[src/rtl/dmi_reg_responder.sv]
// dmi_reg_responder
// Debug Module Interface register responder. Accepts one DMI request at a
// time, executes the register access, then holds the response until the
// host takes it. Implements data0/data1, dmcontrol, dmstatus and hartinfo.
//
// Optional feature: define DMI_AUTH_LOCK_EN to gate writes to data0, data1
// and dmcontrol on the debug-authentication grant (unlock_i). Without it,
// unlock_i is ignored and the module always reports itself authenticated.
//
// state | meaning
// ------+------------------------------------------------------------
// IDLE  | ready for a request; dmi_req_ready_o high
// EXEC  | captured request executes against the register set
// RESP  | response valid, held stable until dmi_resp_ready_i

module dmi_reg_responder #(
    parameter logic [3:0]  DmVersion     = 4'd2,
    parameter logic [31:0] HartInfoValue = 32'h0
) (
    input  logic        clk_i,
    input  logic        rst_i,
    input  logic [40:0] dmi_req_i,
    input  logic        dmi_req_valid_i,
    output logic        dmi_req_ready_o,
    output logic [33:0] dmi_resp_o,
    output logic        dmi_resp_valid_o,
    input  logic        dmi_resp_ready_i,
    input  logic        unlock_i,
    input  logic        halted_i,
    output logic        haltreq_o,
    output logic        resumereq_o,
    output logic        ndmreset_o,
    output logic        dmactive_o
);

    localparam logic [6:0] AddrData0     = 7'h04;
    localparam logic [6:0] AddrData1     = 7'h05;
    localparam logic [6:0] AddrDmcontrol = 7'h10;
    localparam logic [6:0] AddrDmstatus  = 7'h11;
    localparam logic [6:0] AddrHartinfo  = 7'h12;

    localparam logic [1:0] OpNop   = 2'd0;
    localparam logic [1:0] OpRead  = 2'd1;
    localparam logic [1:0] OpWrite = 2'd2;

    localparam logic [1:0] RespOk     = 2'd0;
    localparam logic [1:0] RespFailed = 2'd2;

    typedef enum logic [1:0] {
        IDLE = 2'd0,
        EXEC = 2'd1,
        RESP = 2'd2
    } state_e;

    state_e      state_q;
    logic [6:0]  addr_q;
    logic [31:0] wdata_q;
    logic [1:0]  op_q;

    logic [31:0] data0_q;
    logic [31:0] data1_q;
    logic        haltreq_q;
    logic        ndmreset_q;
    logic        dmactive_q;
    logic        resumereq_q;

    logic [33:0] resp_q;
    logic        resp_valid_q;

    logic        authenticated;

`ifdef DMI_AUTH_LOCK_EN
    assign authenticated = unlock_i;
`else
    // unlock_i has no function in this build; keep it visibly consumed.
    logic unused_unlock;
    assign unused_unlock = unlock_i;
    assign authenticated = 1'b1;
`endif

    logic [31:0] dmstatus;
    logic [31:0] dmcontrol_rd;
    logic [31:0] read_data;
    logic        write_locked;

    // Read mux and write-lock decode for the captured request.
    always_comb begin
        dmstatus     = {20'h0, ~halted_i, 1'b0, halted_i, 1'b0,
                        authenticated, 3'b000, DmVersion};
        // resumereq is a pulse, so it always reads back as 0.
        dmcontrol_rd = {haltreq_q, 29'h0, ndmreset_q, dmactive_q};
        read_data    = 32'h0;
        case (addr_q)
            AddrData0:     read_data = dmactive_q ? data0_q : 32'h0;
            AddrData1:     read_data = dmactive_q ? data1_q : 32'h0;
            AddrDmcontrol: read_data = dmcontrol_rd;
            AddrDmstatus:  read_data = dmstatus;
            AddrHartinfo:  read_data = HartInfoValue;
            default:       read_data = 32'h0;
        endcase
        write_locked = 1'b0;
        if (!authenticated &&
            (addr_q == AddrData0 || addr_q == AddrData1 ||
             addr_q == AddrDmcontrol)) begin
            write_locked = 1'b1;
        end
    end

    // Request/execute/response sequencer with the register file it serves.
    always_ff @(posedge clk_i) begin
        if (rst_i) begin
            state_q      <= IDLE;
            addr_q       <= 7'h0;
            wdata_q      <= 32'h0;
            op_q         <= 2'd0;
            data0_q      <= 32'h0;
            data1_q      <= 32'h0;
            haltreq_q    <= 1'b0;
            ndmreset_q   <= 1'b0;
            dmactive_q   <= 1'b0;
            resumereq_q  <= 1'b0;
            resp_q       <= 34'h0;
            resp_valid_q <= 1'b0;
        end else begin
            resumereq_q <= 1'b0;
            case (state_q)
                IDLE: begin
                    if (dmi_req_valid_i) begin
                        addr_q  <= dmi_req_i[40:34];
                        wdata_q <= dmi_req_i[33:2];
                        op_q    <= dmi_req_i[1:0];
                        state_q <= EXEC;
                    end
                end
                EXEC: begin
                    case (op_q)
                        OpNop:  resp_q <= {32'h0, RespOk};
                        OpRead: resp_q <= {read_data, RespOk};
                        OpWrite: begin
                            if (write_locked) begin
                                resp_q <= {wdata_q, RespFailed};
                            end else begin
                                resp_q <= {wdata_q, RespOk};
                                case (addr_q)
                                    AddrData0: begin
                                        if (dmactive_q) data0_q <= wdata_q;
                                    end
                                    AddrData1: begin
                                        if (dmactive_q) data1_q <= wdata_q;
                                    end
                                    AddrDmcontrol: begin
                                        // Clearing dmactive resets the whole
                                        // control word along with it.
                                        if (wdata_q[0]) begin
                                            haltreq_q   <= wdata_q[31];
                                            ndmreset_q  <= wdata_q[1];
                                            dmactive_q  <= 1'b1;
                                            resumereq_q <= wdata_q[30] & halted_i;
                                        end else begin
                                            haltreq_q  <= 1'b0;
                                            ndmreset_q <= 1'b0;
                                            dmactive_q <= 1'b0;
                                        end
                                    end
                                    default: ;
                                endcase
                            end
                        end
                        default: resp_q <= {32'h0, RespFailed};
                    endcase
                    resp_valid_q <= 1'b1;
                    state_q      <= RESP;
                end
                RESP: begin
                    if (dmi_resp_ready_i) begin
                        resp_valid_q <= 1'b0;
                        state_q      <= IDLE;
                    end
                end
                default: state_q <= IDLE;
            endcase
        end
    end

    assign dmi_req_ready_o  = (state_q == IDLE);
    assign dmi_resp_o       = resp_q;
    assign dmi_resp_valid_o = resp_valid_q;
    assign haltreq_o        = haltreq_q;
    assign resumereq_o      = resumereq_q;
    assign ndmreset_o       = ndmreset_q;
    assign dmactive_o       = dmactive_q;

endmodule

[config.mk]
export PLATFORM = sky130hd
export DESIGN_NAME = dmi_reg_responder
export DESIGN_NICKNAME = d
export VERILOG_FILES = /design/src/rtl/dmi_reg_responder.sv
export SDC_FILE = /design/constraint.sdc
export NUM_CORES = 1
export LEC_CHECK = 0
export CORE_UTILIZATION = 30
export CTS_BUF_LIST = sky130_fd_sc_hd__clkbuf_4
export DETAILED_ROUTE_END_ITERATION = 8
export HOLD_SLACK_MARGIN = 0.05
export SLEW_MARGIN = 10
export SYNTH_ARGS = -nofsm -noshare
export SYNTH_HDL_FRONTEND = slang
export SYNTH_SLANG_ARGS = --single-unit
[constraint.sdc]
create_clock -name clk_i -period 4.7 [get_ports clk_i]
set_input_delay 1.175 -clock clk_i [delete_from_list [all_inputs] [get_ports clk_i]]
set_output_delay 1.175 -clock clk_i [all_outputs]
set_load 0.01 [all_outputs]
==> impl_metrics.tcl, run 1 <==
set metrics [dict create \
    numCtsBuffers 17 \
    period_needed_ns 2.85 \
    worstSkewPairLatency_ns 0.55 \
    detail_route.wirelength_um 15200 \
    core_um2 20400 \
    hold_start "dmi_resp_o[1]" \
    rr_endpoint "data1_q[12]" \
    arrival_ns 1.67 \
    cts.repair.resized 0 \
    ys_seq_area_share_pct 46.1 \
    dieWidth_um 147 \
    timing.rr.start "op_q[1]" \
    end_kind "primary output" \
    gp_congestion 0.700 \
    first_iter_violations 193 \
    cts_tree "done" \
    drtPass1Iterations 4 \
    wl_met1_um 7780 \
    cp_max_fo 9 \
    avgRoutedWirePerCell_um 15.7 \
    dr_wl_met2_um 6570 \
    antenna_found_initial 0 \
    slew_headroom_pct 34.2 \
    required_ns 3.52 \
    crit_path_cell_trace "nor2_1 > clkdlybuf4s50_1" \
    setup_violations 0 \
    area_delta_synth_final_pct 21.8 \
    hp-class "flip-flop to flip-flop" \
    finClkSkew_ns 0.0172 \
    drv_slew 0 \
    synth_edf_count 0 \
    holdWs_ns 0.478 \
    cts-root-buf "clkbuf_4" \
    worst_pin_slew_ns 0.987 \
    hpwl_um 9030 \
    io_pins 87 \
    port_buffers 84 \
    hold_buffers 0 \
    fin_nets 731 \
    synth_area_per_cell_um2 10.0 \
    rsz0062_at_grt "no" \
    fin_tns_setup_ns 0 \
    yosysWarnings 0 \
    cp_slowest_cell "dfxtp_1" \
    min_path_cells 2 \
    htreeDepth 4 \
    die_h_um 147 \
    drv_cap 0 \
    regToRegSetupSlack_ns 2.32 \
    synth-main-ff-cell "dfxtp_1" \
    drcViolationCount 0 \
    netlist_area_um2 6290 \
    grt-ovfl-total 0 \
    grt_pass1_wl_um 24500 \
    status "completed" \
    ant_nets 0 \
    syn-num-nets 674 \
    postCtsSetupRepairBufs 0 \
    async_flop_share_pct 0 \
    peakVddDrop_mv 0.196 \
    powerDensity_nw_per_um2 317 \
    grt_max_degree 114 \
    viasPerCell 4.86 \
    start_util_pct 30.8 \
    num_rows 52 \
    grt_usage_pct 14.6 \
    synth.largest_area_cell "dfxtp_1" \
    fmax_ghz 0.351 \
    dr_total_vias 4694 \
    cts.sinks 145 \
    finalCritPeriodShare_pct 60.6 \
    drive_gt1_share_pct 11.5 \
    routed.top_layer "met4" \
    cp-start-kind "flip-flop" \
    synth-seq-cells 145 \
    synthCells 627 \
    diodes 0 \
    synth_cell_types 38 \
    grt_pass1_vias 4564 \
    cts.clk_slew.worst_paths_ns 0.11 \
    max_stage_delay_ns 0.55 \
    fillers 2076 \
    synth_top_area_share_pct 46.1 \
    cts_buffer_depth 2 \
    fp.dieArea_um2 21600 \
    leakagePower_nw 3.02 \
    min_to "dmi_resp_o[1]" \
    reg2reg_depth 4 \
    worstSetupPathType "flip-flop to primary output" \
    synth_area_leaders "dfxtp_1 46%, mux2i_1 17%, nand2b_1 9.6%" \
    hold_viol 0 \
    wl_met3_um 619 \
]
-- cells in the final DEF (no fill, tap or decap), drive strengths merged, types with 5 or more instances in the layout --
cell type,count
clkbuf,18
mux2,31
mux2i,105
a21oi,30
a22oi,31
clkdlybuf4s50,83
clkinv,5
nand2b,97
nand4,35
nor2,46
buf,12
dfxtp,145
nor2b,6
bufinv,5
-- worst max-delay path by stage --
stage	depth (start not counted)	start	endpoint	slack (ns)
after floorplan	5	dmi_req_valid_i	wdata_q[10]	2.50
after global placement	5	dmi_req_valid_i	wdata_q[10]	1.77
after detailed placement	5	dmi_req_valid_i	wdata_q[6]	1.74
after CTS	2	state_q[1]	dmi_req_ready_o	1.81
after global routing	2	state_q[1]	dmi_req_ready_o	1.75
final	2	state_q[1]	dmi_req_ready_o	1.85
-- metal layers --
layer | track usage, % | vias up
met2 | 22.0 | 74
li1 | - | 2347
met4 | 4.64 | 0
met5 | 0 | -
met3 | 3.98 | 14
met1 | 20.1 | 2259
-- through the flow --
step	cells	total power, W	area (µm²)	utilization, %	setup WS (ns)
floorplan	627	0.00145	6290	-	2.50
global placement	935	0.00154	7340	35.9	1.77
detailed placement	935	0.00154	7340	35.9	1.74
CTS	965	0.00246	7670	37.5	1.81
global route	965	0.00254	7670	37.5	1.75
finish	965	0.00243	7670	37.5	1.85
-- area by class of cell --
cell class / count / area, µm² / area share, %
Tap cell: 270 / 338 / 4.41
Multi-Input combinational cell: 425 / 3180 / 41.5
Clock buffer: 18 / 135 / 1.76
Timing Repair Buffer: 95 / 921 / 12.0
Sequential cell: 145 / 2900 / 37.9
Clock inverter: 12 / 190 / 2.48
-- critical path, delay by kind of cell (launching register included) --
family,cells,cell delay [ns]
buffers and inverters,1,0.49
flip-flops,1,0.55
AND/OR/NAND/NOR,1,0.09
-- state kept, by name, indices dropped and copies added (netlist names), 2 cells and up --
register    flops
addr_q          7
state_q         2
op_q            2
data1_q        32
dmi_resp_o     33
data0_q        32
wdata_q        32
-- power breakdown --
group	total (W)	switching (W)	leakage [nW]	internal, W
logic	0.000225	0.000118	1.67	0.000107
registers	0.00129	0.0000291	1.18	0.00126
clock network	0.000918	0.000447	0.169	0.000471
-- cells by family after synthesis --
family | synth area share (%)
AOI/OAI and AO/OA | 7.67
DFF | 46.1
buffers and inverters | 3.86
and+or+nand+nor | 20.0
muxes | 22.2
other | 0.0596
-- cells in the mapped netlist, types with 2 or more instances --
master and count:
a211oi_1 2, a21oi_1 30, a22oi_1 31, a31oi_1 4, and3b_1 2, buf_1 2, buf_2 14, buf_4 3
clkbuf_1 38, dfxtp_1 145, mux2_2 31, mux2i_1 105, nand2_1 4, nand2b_1 97, nand3_1 3, nand4_1 35
nand4b_1 3, nor2_1 46, nor2b_1 6, nor3_1 2, nor3b_1 2, nor4bb_1 2, o31ai_1 3, or3b_2 2
or4_1 2
Note: power is estimated with default switching activity, not from simulation.
==> run 2: changes to the inputs <==
Clock period 4.7 ns to 2.7 ns, I/O delays scaled along.
==> impl_metrics.tcl, run 2 (same netlist as run 1, synthesis figures left out) <==
set metrics [dict create \
    grt_pass1_vias 4492 \
    cts-root-buf "clkbuf_4" \
    largest_register_ffs 33 \
    cp_max_fo 9 \
    period_needed_ns 2.37 \
    drive_gt1_share_pct 13.1 \
    cts.sinks 145 \
    fmax_ghz 0.423 \
    area_delta_synth_final_pct 22.8 \
    worstSkewPairLatency_ns 0.56 \
    leakagePower_nw 3.03 \
    hp-class "flip-flop to flip-flop" \
    fin_nets 737 \
    die_h_um 147 \
    peakVddDrop_mv 0.288 \
    num_rows 52 \
    first_iter_violations 261 \
    drv_cap 0 \
    arrival_ns 1.69 \
    hpwl_um 9670 \
    detail_route.wirelength_um 15100 \
    hold_buffers 0 \
    rsz0062_at_grt "no" \
    drtPass1Iterations 5 \
    dieWidth_um 147 \
    required_ns 2.03 \
    holdWs_ns 0.474 \
    ant_nets 0 \
    fp.dieArea_um2 21600 \
    cts.clk_slew.worst_paths_ns 0.12 \
    worst_pin_slew_ns 0.878 \
    dr_total_vias 4636 \
    numCtsBuffers 17 \
    finalCritPeriodShare_pct 87.6 \
    final_common_cell "dfxtp_1" \
    grt_usage_pct 14.5 \
    postCtsSetupRepairBufs 0 \
    cts_buffer_depth 2 \
    fin_tns_setup_ns 0 \
    slew_headroom_pct 41.5 \
    core_um2 20400 \
    cts_tree "done" \
    hold_viol 0 \
    drcViolationCount 0 \
    avgRoutedWirePerCell_um 15.6 \
    setup_violations 0 \
    grt_pass1_wl_um 24400 \
    cp-start-kind "flip-flop" \
    start_util_pct 30.8 \
    status "completed" \
    final_cell_mix "144 x dfxtp_1, 105 x mux2i_1, 96 x nand2b_1" \
    cts.repair.resized 0 \
    htreeDepth 4 \
    grt_max_degree 46 \
    port_buffers 84 \
    grt-ovfl-total 0 \
    io_pins 87 \
    finClkSkew_ns 0.0229 \
    antenna_found_initial 1 \
    powerDensity_nw_per_um2 524 \
    drv_slew 0 \
    worstSetupPathType "flip-flop to primary output" \
    end_kind "primary output" \
    viasPerCell 4.76 \
    gp_congestion 0.701 \
]
-- run 2: worst max-delay path, cell delays in order, from the launching register on --
cell	delay [ns]
dfxtp_1	0.57
nor2_1	0.09
clkdlybuf4s50_1	0.49
-- run 2: final timing paths --
path	to	cells after the start	slack, ns	start
setup / recovery	dmi_req_ready_o	2	0.33	state_q[1]
hold / removal	dmi_resp_o[1]	2	0.47	dmi_resp_o[1]
setup reg to reg	dmi_resp_o[9]	4	0.77	state_q[0]
hold reg to reg	dmi_resp_o[1]	2	0.47	dmi_resp_o[1]
-- run 2: stage by stage --
stage               power [W]  area [µm²]  util [%]  worst slack [ns]  instances
CTS                   0.00411        7720      37.8             0.281        973
finish                0.00405        7730      37.8             0.334        974
floorplan             0.00252        6290         -             0.996        627
global route          0.00423        7730      37.8             0.228        974
global placement      0.00270        7440      36.4             0.569        941
detailed placement    0.00270        7440      36.4             0.564        941
-- run 2: report_power, final --
| part | total (W) | switching [W] | internal [W] | leakage, nW |
|---|---|---|---|---|
| clock network | 0.00140 | 0.000820 | 0.000582 | 0.138 |
| registers | 0.00225 | 0.0000578 | 0.00219 | 1.18 |
| logic | 0.000402 | 0.000200 | 0.000202 | 1.72 |
| total | 0.00405 | 0.00108 | 0.00297 | 3.03 |
-- run 2: cell type report --
class | count | area [µm²]
Fill cell | 2066 | 12700
Multi-Input combinational cell | 425 | 3180
Sequential cell | 145 | 2900
Timing Repair Buffer | 101 | 1020
Tap cell | 270 | 338
Clock buffer | 20 | 150
Clock inverter | 12 | 136
Antenna cell | 1 | 2.50
-- run 2: per-layer routing --
layer	global-route usage (%)	wire length (µm)	vias up
li1	-	-	2360
met1	19.7	7530	2172
met2	22.4	6760	87
met3	3.26	629	17
met4	5.00	220	0
met5	0	0	-
==> run 3: changes to the inputs <==
Settings changed: TNS_END_PERCENT set to 100.
==> results of run 3 <==
Same layout as run 2: the final DEF is identical, and so are final timing and power.
